## config.mk

```make
export PLATFORM = sky130hd
export DESIGN_NAME = keyboard_decoder_flat
export DESIGN_NICKNAME = d
export VERILOG_FILES = /design/src/rtl/generals_pkg.sv /design/src/rtl/keyboard_decoder_if.sv /design/src/rtl/ps2_frame_receiver.sv /design/src/rtl/keyboard_decoder.sv /design/src/flat_wrapper.sv
export SDC_FILE = /design/constraint.sdc
export NUM_CORES = 1
export LEC_CHECK = 0
export BUFFER_PORTS_ARGS = -buffer_cell sky130_fd_sc_hd__buf_2
export CAP_MARGIN = 10
export CORE_UTILIZATION = 55
export CTS_BUF_LIST = sky130_fd_sc_hd__clkbuf_8 sky130_fd_sc_hd__clkbuf_16
export DETAILED_ROUTE_END_ITERATION = 12
export PLACE_DENSITY = 0.75
export SYNTH_ARGS = -nofsm -noshare
export SYNTH_HDL_FRONTEND = slang
export SYNTH_SLANG_ARGS = --single-unit
```

## constraint.sdc

```tcl
create_clock -name clock -period 4.6 [get_ports clock]
set_input_delay 0.46 -clock clock [delete_from_list [all_inputs] [get_ports clock]]
set_output_delay 0.46 -clock clock [all_outputs]
set_load 0.05 [all_outputs]
```

## src/rtl/generals_pkg.sv

```systemverilog
// Shared types for the keyboard front end and the game logic: operation codes,
// PS/2 scancodes and the internal FSM state encodings.
package generals_pkg;

  typedef enum logic [2:0] {
    OP_W     = 3'b000,
    OP_A     = 3'b001,
    OP_S     = 3'b010,
    OP_D     = 3'b011,
    OP_SPACE = 3'b100,
    OP_Z     = 3'b101,
    OP_NONE  = 3'b110
  } operation_t;

  typedef enum logic [1:0] {RX_IDLE, RX_DATA, RX_PARITY, RX_STOP} rx_state_t;
  typedef enum logic [1:0] {H_IDLE, H_READY, H_WAIT} hs_state_t;

  localparam logic [7:0] SC_W     = 8'h1D;
  localparam logic [7:0] SC_A     = 8'h1C;
  localparam logic [7:0] SC_S     = 8'h1B;
  localparam logic [7:0] SC_D     = 8'h23;
  localparam logic [7:0] SC_SPACE = 8'h29;
  localparam logic [7:0] SC_Z     = 8'h1A;
  localparam logic [7:0] SC_EXT   = 8'hE0;
  localparam logic [7:0] SC_BREAK = 8'hF0;
  localparam logic [7:0] SC_UP    = 8'h75;
  localparam logic [7:0] SC_LEFT  = 8'h6B;
  localparam logic [7:0] SC_DOWN  = 8'h72;
  localparam logic [7:0] SC_RIGHT = 8'h74;

  // Unmapped codes (and prefixes) map to OP_NONE.
  function automatic operation_t decode_scancode(input logic ext, input logic [7:0] code);
    operation_t op;
    op = OP_NONE;
    if (ext) begin
      case (code)
        SC_UP:    op = OP_W;
        SC_LEFT:  op = OP_A;
        SC_DOWN:  op = OP_S;
        SC_RIGHT: op = OP_D;
        default:  op = OP_NONE;
      endcase
    end else begin
      case (code)
        SC_W:     op = OP_W;
        SC_A:     op = OP_A;
        SC_S:     op = OP_S;
        SC_D:     op = OP_D;
        SC_SPACE: op = OP_SPACE;
        SC_Z:     op = OP_Z;
        default:  op = OP_NONE;
      endcase
    end
    return op;
  endfunction

endpackage

```

## src/rtl/keyboard_decoder_if.sv

```systemverilog
// Ready/data/read_fin handshake between the keyboard front end and the game logic.
interface keyboard_decoder_if;
  logic       keyboard_ready;
  logic [2:0] keyboard_data;
  logic       keyboard_read_fin;

  modport master (output keyboard_ready, output keyboard_data, input keyboard_read_fin);
  modport slave  (input keyboard_ready, input keyboard_data, output keyboard_read_fin);
endinterface

```

## src/rtl/ps2_frame_receiver.sv

```systemverilog
// Synchronises the raw PS/2 pins, detects falling clock edges and assembles
// 11-bit frames into bytes, flagging parity, stop-bit and inter-edge timeout errors.
module ps2_frame_receiver
  import generals_pkg::*;
#(
  parameter int TIMEOUT_CYCLES = 50000,
  parameter int LOG2_TIMEOUT   = 16
) (
  input  logic       clock,
  input  logic       reset,
  input  logic       i_ps2_clock,
  input  logic       i_ps2_data,
  output logic [7:0] o_byte,
  output logic       o_byte_valid,
  output logic       o_frame_error
);

  logic [1:0]              r_clk_sync;
  logic [1:0]              r_dat_sync;
  logic                    r_clk_prev;
  rx_state_t               r_state;
  logic [2:0]              r_bit_cnt;
  logic [7:0]              r_shift;
  logic                    r_parity;
  logic [LOG2_TIMEOUT-1:0] r_to_cnt;

  logic w_fall;
  logic w_data;
  logic w_timeout;

  assign w_fall    = r_clk_prev & ~r_clk_sync[1];
  assign w_data    = r_dat_sync[1];
  assign w_timeout = (r_state != RX_IDLE) && !w_fall &&
                     (r_to_cnt == LOG2_TIMEOUT'(TIMEOUT_CYCLES - 1));

  always_ff @(posedge clock or negedge reset) begin
    if (!reset) begin
      // Pins idle high, so preload the synchronisers high to avoid a false edge.
      r_clk_sync    <= 2'b11;
      r_dat_sync    <= 2'b11;
      r_clk_prev    <= 1'b1;
      r_state       <= RX_IDLE;
      r_bit_cnt     <= '0;
      r_shift       <= '0;
      r_parity      <= 1'b0;
      r_to_cnt      <= '0;
      o_byte        <= '0;
      o_byte_valid  <= 1'b0;
      o_frame_error <= 1'b0;
    end else begin
      r_clk_sync    <= {r_clk_sync[0], i_ps2_clock};
      r_dat_sync    <= {r_dat_sync[0], i_ps2_data};
      r_clk_prev    <= r_clk_sync[1];
      o_byte_valid  <= 1'b0;
      o_frame_error <= 1'b0;

      if (w_fall || r_state == RX_IDLE) r_to_cnt <= '0;
      else                              r_to_cnt <= r_to_cnt + LOG2_TIMEOUT'(1);

      if (w_timeout) begin
        o_frame_error <= 1'b1;
        r_state       <= RX_IDLE;
      end else if (w_fall) begin
        case (r_state)
          RX_IDLE: begin
            if (!w_data) begin
              r_state   <= RX_DATA;
              r_bit_cnt <= '0;
            end
          end
          RX_DATA: begin
            r_shift[r_bit_cnt] <= w_data;
            r_bit_cnt          <= r_bit_cnt + 3'd1;
            if (r_bit_cnt == 3'd7) r_state <= RX_PARITY;
          end
          RX_PARITY: begin
            r_parity <= w_data;
            r_state  <= RX_STOP;
          end
          RX_STOP: begin
            if ((^{r_shift, r_parity}) && w_data) begin
              o_byte       <= r_shift;
              o_byte_valid <= 1'b1;
            end else begin
              o_frame_error <= 1'b1;
            end
            r_state <= RX_IDLE;
          end
          default: r_state <= RX_IDLE;
        endcase
      end
    end
  end

endmodule

```

## src/rtl/keyboard_decoder.sv

```systemverilog
// PS/2 keyboard front end: scancode-to-operation decode with E0/F0 prefix
// tracking, a one-entry overflow buffer and the 4-phase producer handshake.
module keyboard_decoder
  import generals_pkg::*;
#(
  parameter int TIMEOUT_CYCLES = 50000,
  parameter int LOG2_TIMEOUT   = 16
) (
  input  logic              clock,
  input  logic              reset,
  input  logic              ps2_clock,
  input  logic              ps2_data,
  keyboard_decoder_if.master kb,
  output logic              frame_error,
  output logic [7:0]        drop_count
);

  logic [7:0] w_byte;
  logic       w_byte_valid;
  logic       w_frame_error;
  operation_t w_op;
  logic       w_op_valid;
  logic       w_is_prefix;

  logic       r_ext;
  logic       r_brk;
  hs_state_t  r_hs_state;
  logic       r_ready;
  operation_t r_data;
  operation_t r_buf;
  logic       r_buf_valid;
  logic [7:0] r_drop_count;

  ps2_frame_receiver #(
    .TIMEOUT_CYCLES (TIMEOUT_CYCLES),
    .LOG2_TIMEOUT   (LOG2_TIMEOUT)
  ) u_rx (
    .clock         (clock),
    .reset         (reset),
    .i_ps2_clock   (ps2_clock),
    .i_ps2_data    (ps2_data),
    .o_byte        (w_byte),
    .o_byte_valid  (w_byte_valid),
    .o_frame_error (w_frame_error)
  );

  assign w_is_prefix = (w_byte == SC_EXT) || (w_byte == SC_BREAK);
  assign w_op        = decode_scancode(r_ext, w_byte);
  assign w_op_valid  = w_byte_valid && !w_is_prefix && !r_brk && (w_op != OP_NONE);

  always_ff @(posedge clock or negedge reset) begin
    if (!reset) begin
      r_ext <= 1'b0;
      r_brk <= 1'b0;
    end else if (w_frame_error) begin
      r_ext <= 1'b0;
      r_brk <= 1'b0;
    end else if (w_byte_valid) begin
      if (w_byte == SC_EXT) begin
        r_ext <= 1'b1;
      end else if (w_byte == SC_BREAK) begin
        r_brk <= 1'b1;
      end else begin
        r_ext <= 1'b0;
        r_brk <= 1'b0;
      end
    end
  end

  always_ff @(posedge clock or negedge reset) begin
    if (!reset) begin
      r_hs_state   <= H_IDLE;
      r_ready      <= 1'b0;
      r_data       <= OP_NONE;
      r_buf        <= OP_NONE;
      r_buf_valid  <= 1'b0;
      r_drop_count <= '0;
    end else begin
      case (r_hs_state)
        H_IDLE: begin
          if (r_buf_valid) begin
            // Buffered op goes first; a simultaneous decode refills the entry.
            r_data     <= r_buf;
            r_ready    <= 1'b1;
            r_hs_state <= H_READY;
            if (w_op_valid) r_buf <= w_op;
            else            r_buf_valid <= 1'b0;
          end else if (w_op_valid) begin
            r_data     <= w_op;
            r_ready    <= 1'b1;
            r_hs_state <= H_READY;
          end
        end
        H_READY: begin
          if (kb.keyboard_read_fin) begin
            r_ready    <= 1'b0;
            r_hs_state <= H_WAIT;
          end
        end
        H_WAIT: begin
          if (!kb.keyboard_read_fin) r_hs_state <= H_IDLE;
        end
        default: r_hs_state <= H_IDLE;
      endcase

      if (r_hs_state != H_IDLE && w_op_valid) begin
        if (!r_buf_valid) begin
          r_buf       <= w_op;
          r_buf_valid <= 1'b1;
        end else if (r_drop_count != 8'hFF) begin
          r_drop_count <= r_drop_count + 8'd1;
        end
      end
    end
  end

  assign kb.keyboard_ready = r_ready;
  assign kb.keyboard_data  = r_data;
  assign frame_error       = w_frame_error;
  assign drop_count        = r_drop_count;

endmodule
```

## src/flat_wrapper.sv

```systemverilog
// flat-port wrapper written by rule: the top's interface ports become plain ports
module keyboard_decoder_flat import generals_pkg::*;
#(
  parameter int TIMEOUT_CYCLES = 50000,
  parameter int LOG2_TIMEOUT   = 16
)
  (clock, reset, ps2_clock, ps2_data, frame_error, drop_count, kb_keyboard_ready, kb_keyboard_data, kb_keyboard_read_fin);
  keyboard_decoder_if kb_i ();
  input  logic clock;
  input  logic reset;
  input  logic ps2_clock;
  input  logic ps2_data;
  output logic frame_error;
  output logic [7:0] drop_count;
  output wire logic [$bits(kb_i.keyboard_ready)-1:0] kb_keyboard_ready;
  output wire logic [$bits(kb_i.keyboard_data)-1:0] kb_keyboard_data;
  input wire logic [$bits(kb_i.keyboard_read_fin)-1:0] kb_keyboard_read_fin;
  assign kb_keyboard_ready = kb_i.keyboard_ready;
  assign kb_keyboard_data = kb_i.keyboard_data;
  assign kb_i.keyboard_read_fin = kb_keyboard_read_fin;
  keyboard_decoder #(.TIMEOUT_CYCLES(TIMEOUT_CYCLES), .LOG2_TIMEOUT(LOG2_TIMEOUT)) u_core (.clock(clock), .reset(reset), .ps2_clock(ps2_clock), .ps2_data(ps2_data), .kb(kb_i), .frame_error(frame_error), .drop_count(drop_count));
endmodule
```

==> results of run 1 <==
cell usage in the layout (no fill, tap or decap), drive strengths merged, types with 9 or more instances in the layout:
| cell type | synthesis | layout |
|---|---|---|
| buf | 3 | 18 |
| clkbuf | 6 | 10 |
| dfrtp | 56 | 56 |
| dfstp | 9 | 9 |
| inv | 9 | 12 |
| mux2 | 23 | 23 |
| nand2 | 21 | 21 |
| nand3 | 15 | 15 |
| nor2 | 22 | 22 |
| nor3 | 12 | 12 |
| o21ai | 12 | 12 |
| xnor2 | 16 | 16 |
| xor2 | 9 | 9 |
critical path: cells and delay by family, from the launching register on:
kind             cells  cell delay [ps]
AO/OA/AOI/OAI        3             1160
AND/OR/NAND/NOR      2              690
flip-flops           1              450
multiplexers         1              310
routing by layer:
| layer | up-vias | part of all wire | global-route usage |
|---|---|---|---|
| met2 | 25 | 0.45 | 0.2949 |
| met3 | 4 | 0.025 | 0.03429 |
| li1 | 1115 | - | - |
| met1 | 1077 | 0.52 | 0.3137 |
| met5 | - | 0 | 0 |
| met4 | 0 | 0.0078 | 0.1018 |
registers in the layout, summed over array words and instances (netlist names), 2 cells and up:
| name | count |
|---|---|
| u_core.u_rx.r_shift | 8 |
| u_core.r_buf | 3 |
| u_core.r_hs_state | 2 |
| u_core.u_rx.r_clk_sync | 2 |
| u_core.u_rx.r_state | 2 |
| u_core.kb.keyboard_data | 3 |
| u_core.u_rx.o_byte | 8 |
| u_core.u_rx.r_dat_sync | 2 |
| u_core.u_rx.r_to_cnt | 16 |
| u_core.u_rx.r_bit_cnt | 3 |
| u_core.drop_count | 8 |
power groups by stage:
stage                     logic (mW)  registers, mW  clock network (mW)
after global placement         0.473          0.788                   0
after global routing           0.535          0.801               0.502
after CTS                      0.488          0.786               0.475
after floorplan                0.382          0.795                   0
final                          0.484          0.787               0.460
after detailed placement       0.487          0.794                   0
logic make-up after synthesis:
family / synth area share
buf+inv: 0.02535
flops: 0.4953
xor+xnor: 0.07302
fa+ha+maj: 0.03330
simple gates: 0.2062
mux: 0.07832
compound gates: 0.08854
through the flow:
stage	util	std cells
after floorplan	-	300
after global placement	0.6097	381
after detailed placement	0.6097	381
after CTS	0.6432	397
after global routing	0.6432	397
final	0.6432	397
how the worst min path moves through the flow:
stage                                        start  slack, ps  cells after the start                                   to
5_1_grt                                  ps2_clock        210                      1  u_core.u_rx.r_clk_sync[0]$_DFF_PN1_
4_1_cts                                   ps2_data        210                      1  u_core.u_rx.r_dat_sync[0]$_DFF_PN1_
6_report                                  ps2_data        230                      1  u_core.u_rx.r_dat_sync[0]$_DFF_PN1_
3_5_place_dp   u_core.u_rx.r_dat_sync[0]$_DFF_PN1_        350                      0  u_core.u_rx.r_dat_sync[1]$_DFF_PN1_
3_3_place_gp   u_core.u_rx.r_clk_sync[0]$_DFF_PN1_        350                      0  u_core.u_rx.r_clk_sync[1]$_DFF_PN1_
2_1_floorplan                                reset        160                      0     u_core.drop_count[0]$_DFFE_PN0P_
final cells by class:
cell class	instances	area, um2	area share
multi-input combinational	217	1585	0.4369
tap	72	90.09	0.02483
clock buffer	10	137.6	0.03793
sequential	65	1638	0.4514
clock inverter	6	51.30	0.01414
inverter	9	33.78	0.009310
timing repair buffer	18	92.59	0.02552
==> metrics.md, run 1 <==
| Metric | Value |
|---|---|
| Wire per inst | `14.89 um` |
| Die Height | `79.54 um` |
| Skew-Pair Late Insertion Delay | `330 ps` |
| Final instance area | `0.003628 mm2` |
| Initial drt markers | `164` |
| Avg Cell Area, Syn | `11.02 um2` |
| Sequential share of the synthesized area | `0.4953` |
| Post-CTS Setup Inserts | `0` |
| Switching Share | `0.3324` |
| Tmin final | `2730 ps` |
| Critical path startpoint | `u_core.u_rx.o_byte[2]$_DFFE_PN0P_` |
| Global route overflow | `0` |
| Worst r2r src | `u_core.u_rx.o_byte[2]$_DFFE_PN0P_` |
| Outcome | `complete, no violations` |
| Clock buffer depth | `2` |
| Endpoint class of the critical path | `flop` |
| H-Tree Depth | `3` |
| CP Launch Type | `flop` |
| Antenna diode count | `0` |
| Worst EP arrival | `2940 ps` |
| Core area | `0.005642 mm2` |
| Post-Route Skew | `9.231 ps` |
| Final #Nets | `333` |
| # rows | `27` |
| Final ANT Viol Nets | `0` |
| Num CTS Buffers | `9` |
| Worst r2r path cells | `6` |
| Synth area leaders | `dfrtp_1 42%, mux2_2 7.5%, dfstp_2 7.2%` |
| FF-to-FF End | `u_core.drop_count[1]$_DFFE_PN0P_` |
| Pwr per Cell Area | `477.1 mW/mm2` |
| PnR Total Power | `1.731 mW` |
| Worst reg2reg setup slack | `1870 ps` |
| First-pass GRT wire length | `9991 um` |
| Crit path kind | `flop to flop` |
| Worst rel slew slack | `0.4705` |
| Max Cap Violations | `0` |
| Residual DRC count | `0` |
| Clock share of power | `0.266` |
| Pleak | `1.596 nW` |
| EDFF count, synth | `0` |
| Max Fclk | `0.3663 GHz` |
| Final worst path period share | `0.5934` |
| Crit-path slowest cell | `dfrtp_1` |
| Die Span X | `79.54 um` |
| P_sw | `0.5755 mW` |
| Worst vdd ir | `0.3230 mV` |
| Starting density of the core | `0.5862` |
| Hold Path Class | `primary input to flop` |
| Count leader, synth | `dfrtp_1` |
| Mapped cell area | `0.003307 mm2` |
| Setup TNS | `0 ps` |
| Via count | `2221` |
| Critical Path RT | `4810 ps` |
| Largest net degree at the start of global routing | `66` |
| Port bufs | `17` |
| Largest area contributor in the netlist | `dfrtp_1` |
| Warning count from the yosys run | `0` |
| Crit-path cells | `or3b_1 -> a2111o_1 -> a32o_2 -> a31oi_4 -> and2_2 -> mux2_1` |
| Crit path to | `u_core.drop_count[1]$_DFFE_PN0P_` |
| Hold_ws | `227.4 ps` |
| Post-route setup slack | `1870 ps` |
| Reg clk slew, reported paths | `60 ps` |
| # setup viols final | `0` |
| CTS-repair resized insts | `0` |
| Final hold vios | `0` |
| Comb pwr share | `0.280` |
| Synth top cells by count | `56 x dfrtp_1, 22 x mux2_2, 20 x nand2_1, 20 x nor2_1, 16 x xnor2_1` |
| Post-Synthesis Net Count | `313` |
| Hold buffers post-CTS | `0` |
| Synthesis-to-layout area growth | `9.724%` |
| I/O pin total | `18` |
| TritonCTS Sinks | `65` |
| Post-synth top flop | `dfrtp_1` |
| Number of synthesized register bits | `65` |
| Dpl hpwl | `4029 um` |
| Gr usage total | `0.2100` |
| Post-synthesis async set-or-reset flop share | `1.000` |
| Peak fanout along the critical path | `15` |
| Total wire length | `5910 um` |
| Initial antenna violation count | `0` |
| RSZ-0062 raised after global routing | `false` |
| Fraction of layout cells with a size suffix above 1 | `0.2800` |
| Worst slew pin tran | `787.0 ps` |
| Internal cell power | `1.156 mW` |
| Netlist cell types | `65` |
| Cells after synthesis | `300` |
| Pre-antenna DRT Iters | `5` |
| TritonCTS clock tree | `done` |
| Final Max Tran Viols | `0` |
| Die area | `0.006327 mm2` |
| Synth top area share | `0.4238` |
| Part of the power in registers | `0.454` |
| CP max stage delay | `450 ps` |
| Filler cells | `435` |
| Via density | `5.594` |
| Placement Setup Slack | `1876 ps` |
| Final GP Congestion | `0.8863` |
| Vias in the first global route | `2075` |
| Placed Area | `0.003440 mm2` |
| Root Driver | `clkbuf_8` |
(Power assumes the default switching activity.)
==> run 2: changes to the inputs <==
==> constraint.sdc (replaced) <==
create_clock -name clock -period 2.7 [get_ports clock]
set_input_delay 0.27 -clock clock [delete_from_list [all_inputs] [get_ports clock]]
set_output_delay 0.27 -clock clock [all_outputs]
set_load 0.05 [all_outputs]
==> run 2 against run 1 <==
  * First-iteration DRC count is 39% lower
  * Setup slack worse by 1700 ps
  * Critical path depth did not move
  * Die area is the same
  * Sequential power is 68% higher
  * Utilization is 0.38 points higher
  * Sequential share of layout area decreased by 0.26 points
  * Highest routed layer unchanged
==> metrics.md, run 2 (same netlist as run 1, synthesis figures left out) <==
| Metric | Value |
|---|---|
| Max Cap Violations | `0` |
| Fraction of layout cells with a size suffix above 1 | `0.2827` |
| Pwr per Cell Area | `783.4 mW/mm2` |
| Most frequent cells in the layout | `56 x dfrtp_1, 22 x mux2_2, 20 x nand2_1, 20 x nor2_1, 17 x buf_2` |
| Port bufs | `17` |
| # setup viols final | `0` |
| Initial drt markers | `100` |
| Final GP Congestion | `0.8125` |
| Total wire length | `5767 um` |
| Skew-Pair Late Insertion Delay | `330 ps` |
| # rows | `27` |
| Post-CTS Setup Inserts | `0` |
| Outcome | `complete, no violations` |
| CP Launch Type | `flop` |
| Largest register FFs | `16` |
| Tmin final | `2507 ps` |
| Critical Path RT | `2910 ps` |
| Dpl cells | `385` |
| TritonCTS clock tree | `done` |
| Peak fanout along the critical path | `9` |
| Critical path startpoint | `u_core.u_rx.o_byte[1]$_DFFE_PN0P_` |
| Die Span X | `79.54 um` |
| Non-filler instance count after layout | `401` |
| Final ANT Viol Nets | `0` |
| Via density | `5.723` |
| Final Max Tran Viols | `0` |
| First-pass GRT wire length | `10050 um` |
| Gr usage total | `0.2104` |
| Final hold vios | `0` |
| Worst r2r src | `u_core.u_rx.o_byte[1]$_DFFE_PN0P_` |
| Placement Setup Slack | `210.6 ps` |
| Worst EP arrival | `2720 ps` |
| Num CTS Buffers | `9` |
| Starting density of the core | `0.5862` |
| Crit path kind | `flop to flop` |
| Most common cell after layout, fill and taps aside | `dfrtp_1` |
| Fin util | `0.6469` |
| Core area | `0.005642 mm2` |
| Clock buffer depth | `2` |
| Final #Nets | `338` |
| Worst rel slew slack | `0.6615` |
| Post-route setup slack | `193.2 ps` |
| Max Fclk | `0.3989 GHz` |
| Initial antenna violation count | `0` |
| H-Tree Depth | `3` |
| Reg clk slew, reported paths | `60 ps` |
| Endpoint class of the critical path | `flop` |
| RSZ-0062 raised after global routing | `false` |
| Hold Path Origin | `ps2_clock` |
| Antenna diode count | `0` |
| Wire per inst | `14.38 um` |
| Root Driver | `clkbuf_8` |
| Via count | `2295` |
| Worst slew pin tran | `506.7 ps` |
| Most flops, register | `u_core.u_rx.r_to_cnt` |
| Hold Path Class | `primary input to flop` |
| Pre-antenna DRT Iters | `4` |
| Setup TNS | `0 ps` |
| Final worst path period share | `0.9284` |
| Pleak | `1.613 nW` |
| Worst vdd ir | `0.4802 mV` |
| Vias in the first global route | `2176` |
| Dpl hpwl | `4011 um` |
| Synthesis-to-layout area growth | `10.37%` |
| TritonCTS Sinks | `65` |
| Die Height | `79.54 um` |
| Residual DRC count | `0` |
| Largest net degree at the start of global routing | `66` |
| I/O pin total | `18` |
| Post-Route Skew | `10.87 ps` |
| Die area | `0.006327 mm2` |
| Global route overflow | `0` |
run 2: stage by stage:
step	total power, mW	instance area [um2]	hold slack (ps)
6_report	2.859	3650	38.46
5_1_grt	3.037	3650	23.22
4_1_cts	2.880	3650	26.31
3_5_place_dp	2.204	3482	300.7
3_3_place_gp	2.175	3482	304.5
2_1_floorplan	2.005	3307	-25.59
run 2: area by class of cell:
| cell class | instances | area (um2) |
|---|---|---|
| clock buffer | 10 | 137.6 |
| clock inverter | 5 | 20.02 |
| fill | 430 | 1992 |
| inverter | 9 | 33.78 |
| multi-input combinational | 217 | 1585 |
| sequential | 65 | 1638 |
| tap | 72 | 90.09 |
| timing repair buffer | 23 | 145.1 |
run 2: power by group:
part	switching [mW]	internal, mW
clock	0.328	0.338
sequential	0.182	1.14
combinational	0.462	0.407
total	0.972	1.89
run 2: routing by layer:
metal	track usage	wire [um]
met5	0	0
met3	0.05486	160
met2	0.3026	2613
met4	0.07091	70
met1	0.3073	2923
run 2: worst paths after layout:
| path | slack (ps) | cells after the start | end |
|---|---|---|---|
| hold reg to reg | 360 | 0 | u_core.u_rx.r_dat_sync[1]$_DFF_PN1_ |
| max in group asynchronous | 1890 | 3 | u_core.u_rx.r_dat_sync[1]$_DFF_PN1_ |
| min in group asynchronous | 470 | 3 | u_core.r_buf[0]$_DFF_PN0_ |
| hold / removal | 40 | 1 | u_core.u_rx.r_clk_sync[0]$_DFF_PN1_ |
| setup reg to reg | 190 | 6 | u_core.drop_count[1]$_DFFE_PN0P_ |
| setup / recovery | 190 | 6 | u_core.drop_count[1]$_DFFE_PN0P_ |
run 2: timing repair:
item	CTS	global route
resized for setup	0	0
hold endpoints to repair	56	0
hold buffers	1	0
endpoints found under the setup margin	0	0
run 2: critical path, cell delays in order, from the launching register on:
cell and delay, ps:
dfrtp_1 450, or3b_1 400, a2111o_1 410, a32o_2 300, a31oi_4 280, and2_2 220, mux2_1 320
==> run 3: changes to the inputs <==
--- a/config.mk
+++ b/config.mk
@@ -5,10 +5,12 @@
 export SDC_FILE = /design/constraint.sdc
 export NUM_CORES = 1
 export LEC_CHECK = 0
+export ABC_AREA = 1
 export BUFFER_PORTS_ARGS = -buffer_cell sky130_fd_sc_hd__buf_2
 export CAP_MARGIN = 10
 export CORE_UTILIZATION = 55
 export CTS_BUF_LIST = sky130_fd_sc_hd__clkbuf_8 sky130_fd_sc_hd__clkbuf_16
+export CTS_CLUSTER_DIAMETER = 80
 export DETAILED_ROUTE_END_ITERATION = 12
 export PLACE_DENSITY = 0.75
 export SYNTH_ARGS = -nofsm -noshare
==> run 3 against run 2 <==
  * Critical endpoint is now u_core.drop_count[3]$_DFFE_PN0P_
  * Global-route usage increased by 1.1 points
  * Count of clock-buffer cells in the layout rose by 1
  * Sequential share of layout area decreased by 2.1 points
  * Register-to-register slack improved by 640 ps
==> metrics.md, run 3 <==
| Metric | Value |
|---|---|
| Post-CTS Setup Inserts | `0` |
| Post-route setup slack | `833.1 ps` |
| Worst rel slew slack | `0.5307` |
| RSZ-0062 raised after global routing | `false` |
| Hold Path Origin | `ps2_clock` |
| Clock share of power | `0.293` |
| Fraction of layout cells with a size suffix above 1 | `0.1379` |
| Tmin final | `1867 ps` |
| Port bufs | `17` |
| Gr usage total | `0.2214` |
| Final worst path period share | `0.6914` |
| Mapped cell area | `0.003408 mm2` |
| Warning count from the yosys run | `0` |
| Pre-antenna DRT Iters | `4` |
| Initial drt markers | `144` |
| Worst r2r path cells | `14` |
| Non-filler instance count after layout | `539` |
| H-Tree Depth | `3` |
| Post-synth top flop | `dfrtp_1` |
| I/O pin total | `18` |
| Pwr per Cell Area | `812.8 mW/mm2` |
| Cells after synthesis | `430` |
| Root Driver | `clkbuf_8` |
| # setup viols final | `0` |
| Synth top cells by count | `112 x nand2_1, 56 x dfrtp_1, 56 x nor2_1` |
| Starting density of the core | `0.5723` |
| Vias in the first global route | `2588` |
| Largest register FFs | `16` |
| Total wire length | `6362 um` |
| Critical Path RT | `2930 ps` |
| Final ANT Viol Nets | `0` |
| Final GP Congestion | `0.8521` |
| Worst Hold Path Cells | `1` |
| Residual DRC count | `0` |
| Hold Path Class | `primary input to flop` |
| CP Launch Type | `flop` |
| Dpl hpwl | `4634 um` |
| Largest area contributor in the netlist | `dfrtp_1` |
| Most flops, register | `u_core.u_rx.r_to_cnt` |
| Synthesis-to-layout area growth | `12.45%` |
| Comb pwr share | `0.308` |
| Largest net degree at the start of global routing | `36` |
| Die Height | `80.72 um` |
| Die area | `0.006516 mm2` |
| Pleak | `1.941 nW` |
| Outcome | `complete, no violations` |
| Die Span X | `80.72 um` |
| Max Fclk | `0.5357 GHz` |
| Post-synthesis async set-or-reset flop share | `1.000` |
| Peak fanout along the critical path | `13` |
| TritonCTS Sinks | `65` |
| Number of synthesized register bits | `65` |
| TritonCTS clock tree | `done` |
| Synth area leaders | `dfrtp_1 41%, nand2_1 12%, dfstp_2 6.9%` |
| Filler cells | `508` |
| Via density | `5.191` |
| Antenna diode count | `0` |
| Worst r2r src | `u_core.u_rx.o_byte[6]$_DFFE_PN0P_` |
| Setup TNS | `0 ps` |
| Most common cell after layout, fill and taps aside | `nand2_1` |
| FF-to-FF End | `u_core.drop_count[3]$_DFFE_PN0P_` |
| Max Cap Violations | `0` |
| Sequential share of the synthesized area | `0.4805` |
| Worst slew pin tran | `704.0 ps` |
| Worst vdd ir | `0.6085 mV` |
| Endpoint class of the critical path | `flop` |
| Global route overflow | `0` |
| Switching Share | `0.3536` |
| Final #Nets | `472` |
| Dpl cells | `522` |
| Clock buffer depth | `2` |
| Initial antenna violation count | `0` |
| Crit path kind | `flop to flop` |
| Count leader, synth | `nand2_1` |
| Part of the power in registers | `0.399` |
| Core area | `0.005956 mm2` |
| Wire per inst | `11.80 um` |
| EDFF count, synth | `0` |
| Reg clk slew, reported paths | `70 ps` |
| Num CTS Buffers | `9` |
| Most frequent cells in the layout | `112 x nand2_1, 56 x nor2_1, 56 x dfrtp_1, 47 x inv_1, 40 x nand3_1` |
| Placement Setup Slack | `857.9 ps` |
| Worst EP arrival | `2090 ps` |
| Final Max Tran Viols | `0` |
| # rows | `28` |
| Synth top area share | `0.4112` |
| Via count | `2798` |
| P_sw | `1.102 mW` |
| Post-Synthesis Net Count | `443` |
| Post-Route Skew | `6.275 ps` |
| Netlist cell types | `31` |
| Worst Hold Endpoint | `u_core.u_rx.r_clk_sync[0]$_DFF_PN1_` |
| Skew-Pair Late Insertion Delay | `330 ps` |
| Worst reg2reg setup slack | `830 ps` |
| Avg Cell Area, Syn | `7.926 um2` |
| Final hold vios | `0` |
| First-pass GRT wire length | `10970 um` |
| Internal cell power | `2.014 mW` |
run 3: cell type report:
cell class | count | area [um2] | share of cell area
Tap cell | 75 | 93.84 | 0.02449
Sequential cell | 65 | 1638 | 0.4274
Inverter | 52 | 197.7 | 0.05158
Clock inverter | 5 | 71.32 | 0.01861
Clock buffer | 11 | 151.4 | 0.03950
Timing Repair Buffer | 20 | 122.6 | 0.03199
Multi-Input combinational cell | 311 | 1558 | 0.4065
run 3: cell families after synthesis:
kind of cell | after synthesis | synth area share
compound gates | 47 | 0.07710
xor+xnor | 17 | 0.04368
fa+ha+maj | 8 | 0.02937
buf+inv | 54 | 0.06241
flops | 65 | 0.4805
simple gates | 239 | 0.3069
run 3: critical path, stage by stage (launching register included):
cell      delay, ps
dfrtp_1         440
inv_2            70
nand2_1          70
nor2_2          170
nand2_1          90
nand2_1          70
o21bai_1         70
nand2_1         100
nand2_1          90
nand2_2          90
nand2_4          60
inv_4           140
nand2_2         140
nand2_1         110
nand2_1          50
run 3: routing by layer:
layer	share of wire	global-route usage
met2	0.47	0.3712
met1	0.48	0.2734
met3	0.038	0.06705
met5	0	0
met4	0.010	0.06964
run 3: worst max path at each step:
stage                                  endpoint  slack [ps]                              start  cells past startpoint
4_1_cts        u_core.drop_count[3]$_DFFE_PN0P_         850  u_core.u_rx.o_byte[6]$_DFFE_PN0P_                     14
6_report       u_core.drop_count[3]$_DFFE_PN0P_         830  u_core.u_rx.o_byte[6]$_DFFE_PN0P_                     14
3_5_place_dp   u_core.drop_count[3]$_DFFE_PN0P_         860  u_core.u_rx.o_byte[6]$_DFFE_PN0P_                     14
3_3_place_gp   u_core.drop_count[6]$_DFFE_PN0P_         930  u_core.u_rx.o_byte[2]$_DFFE_PN0P_                     14
2_1_floorplan  u_core.drop_count[4]$_DFFE_PN0P_         950   u_core.drop_count[0]$_DFFE_PN0P_                      7
5_1_grt        u_core.drop_count[3]$_DFFE_PN0P_         610  u_core.u_rx.o_byte[2]$_DFFE_PN0P_                     14
run 3: through the flow:
step                      power, mW  instance area [um2]  utilization  hold WS (ps)
after floorplan               2.015                 3408            -        -25.59
after global placement        2.181                 3600       0.6044         346.1
after detailed placement      2.215                 3600       0.6044         347.6
after CTS                     3.141                 3832       0.6435         15.99
after global routing          3.317                 3832       0.6435         4.666
final                         3.115                 3832       0.6435         34.71
run 3: what timing repair did:
item,CTS,global route
hold buffers,1,0
hold endpoints to repair,9,0
resized for setup,0,0
endpoints found under the setup margin,0,0
run 3: power groups by stage:
| stage | Combinational (mW) | Clock (mW) | Sequential, mW |
|---|---|---|---|
| 6_report | 0.960 | 0.913 | 1.24 |
| 3_5_place_dp | 0.955 | 0 | 1.26 |
| 5_1_grt | 1.08 | 0.974 | 1.26 |
| 4_1_cts | 0.964 | 0.933 | 1.24 |
| 2_1_floorplan | 0.698 | 0 | 1.32 |
| 3_3_place_gp | 0.928 | 0 | 1.25 |
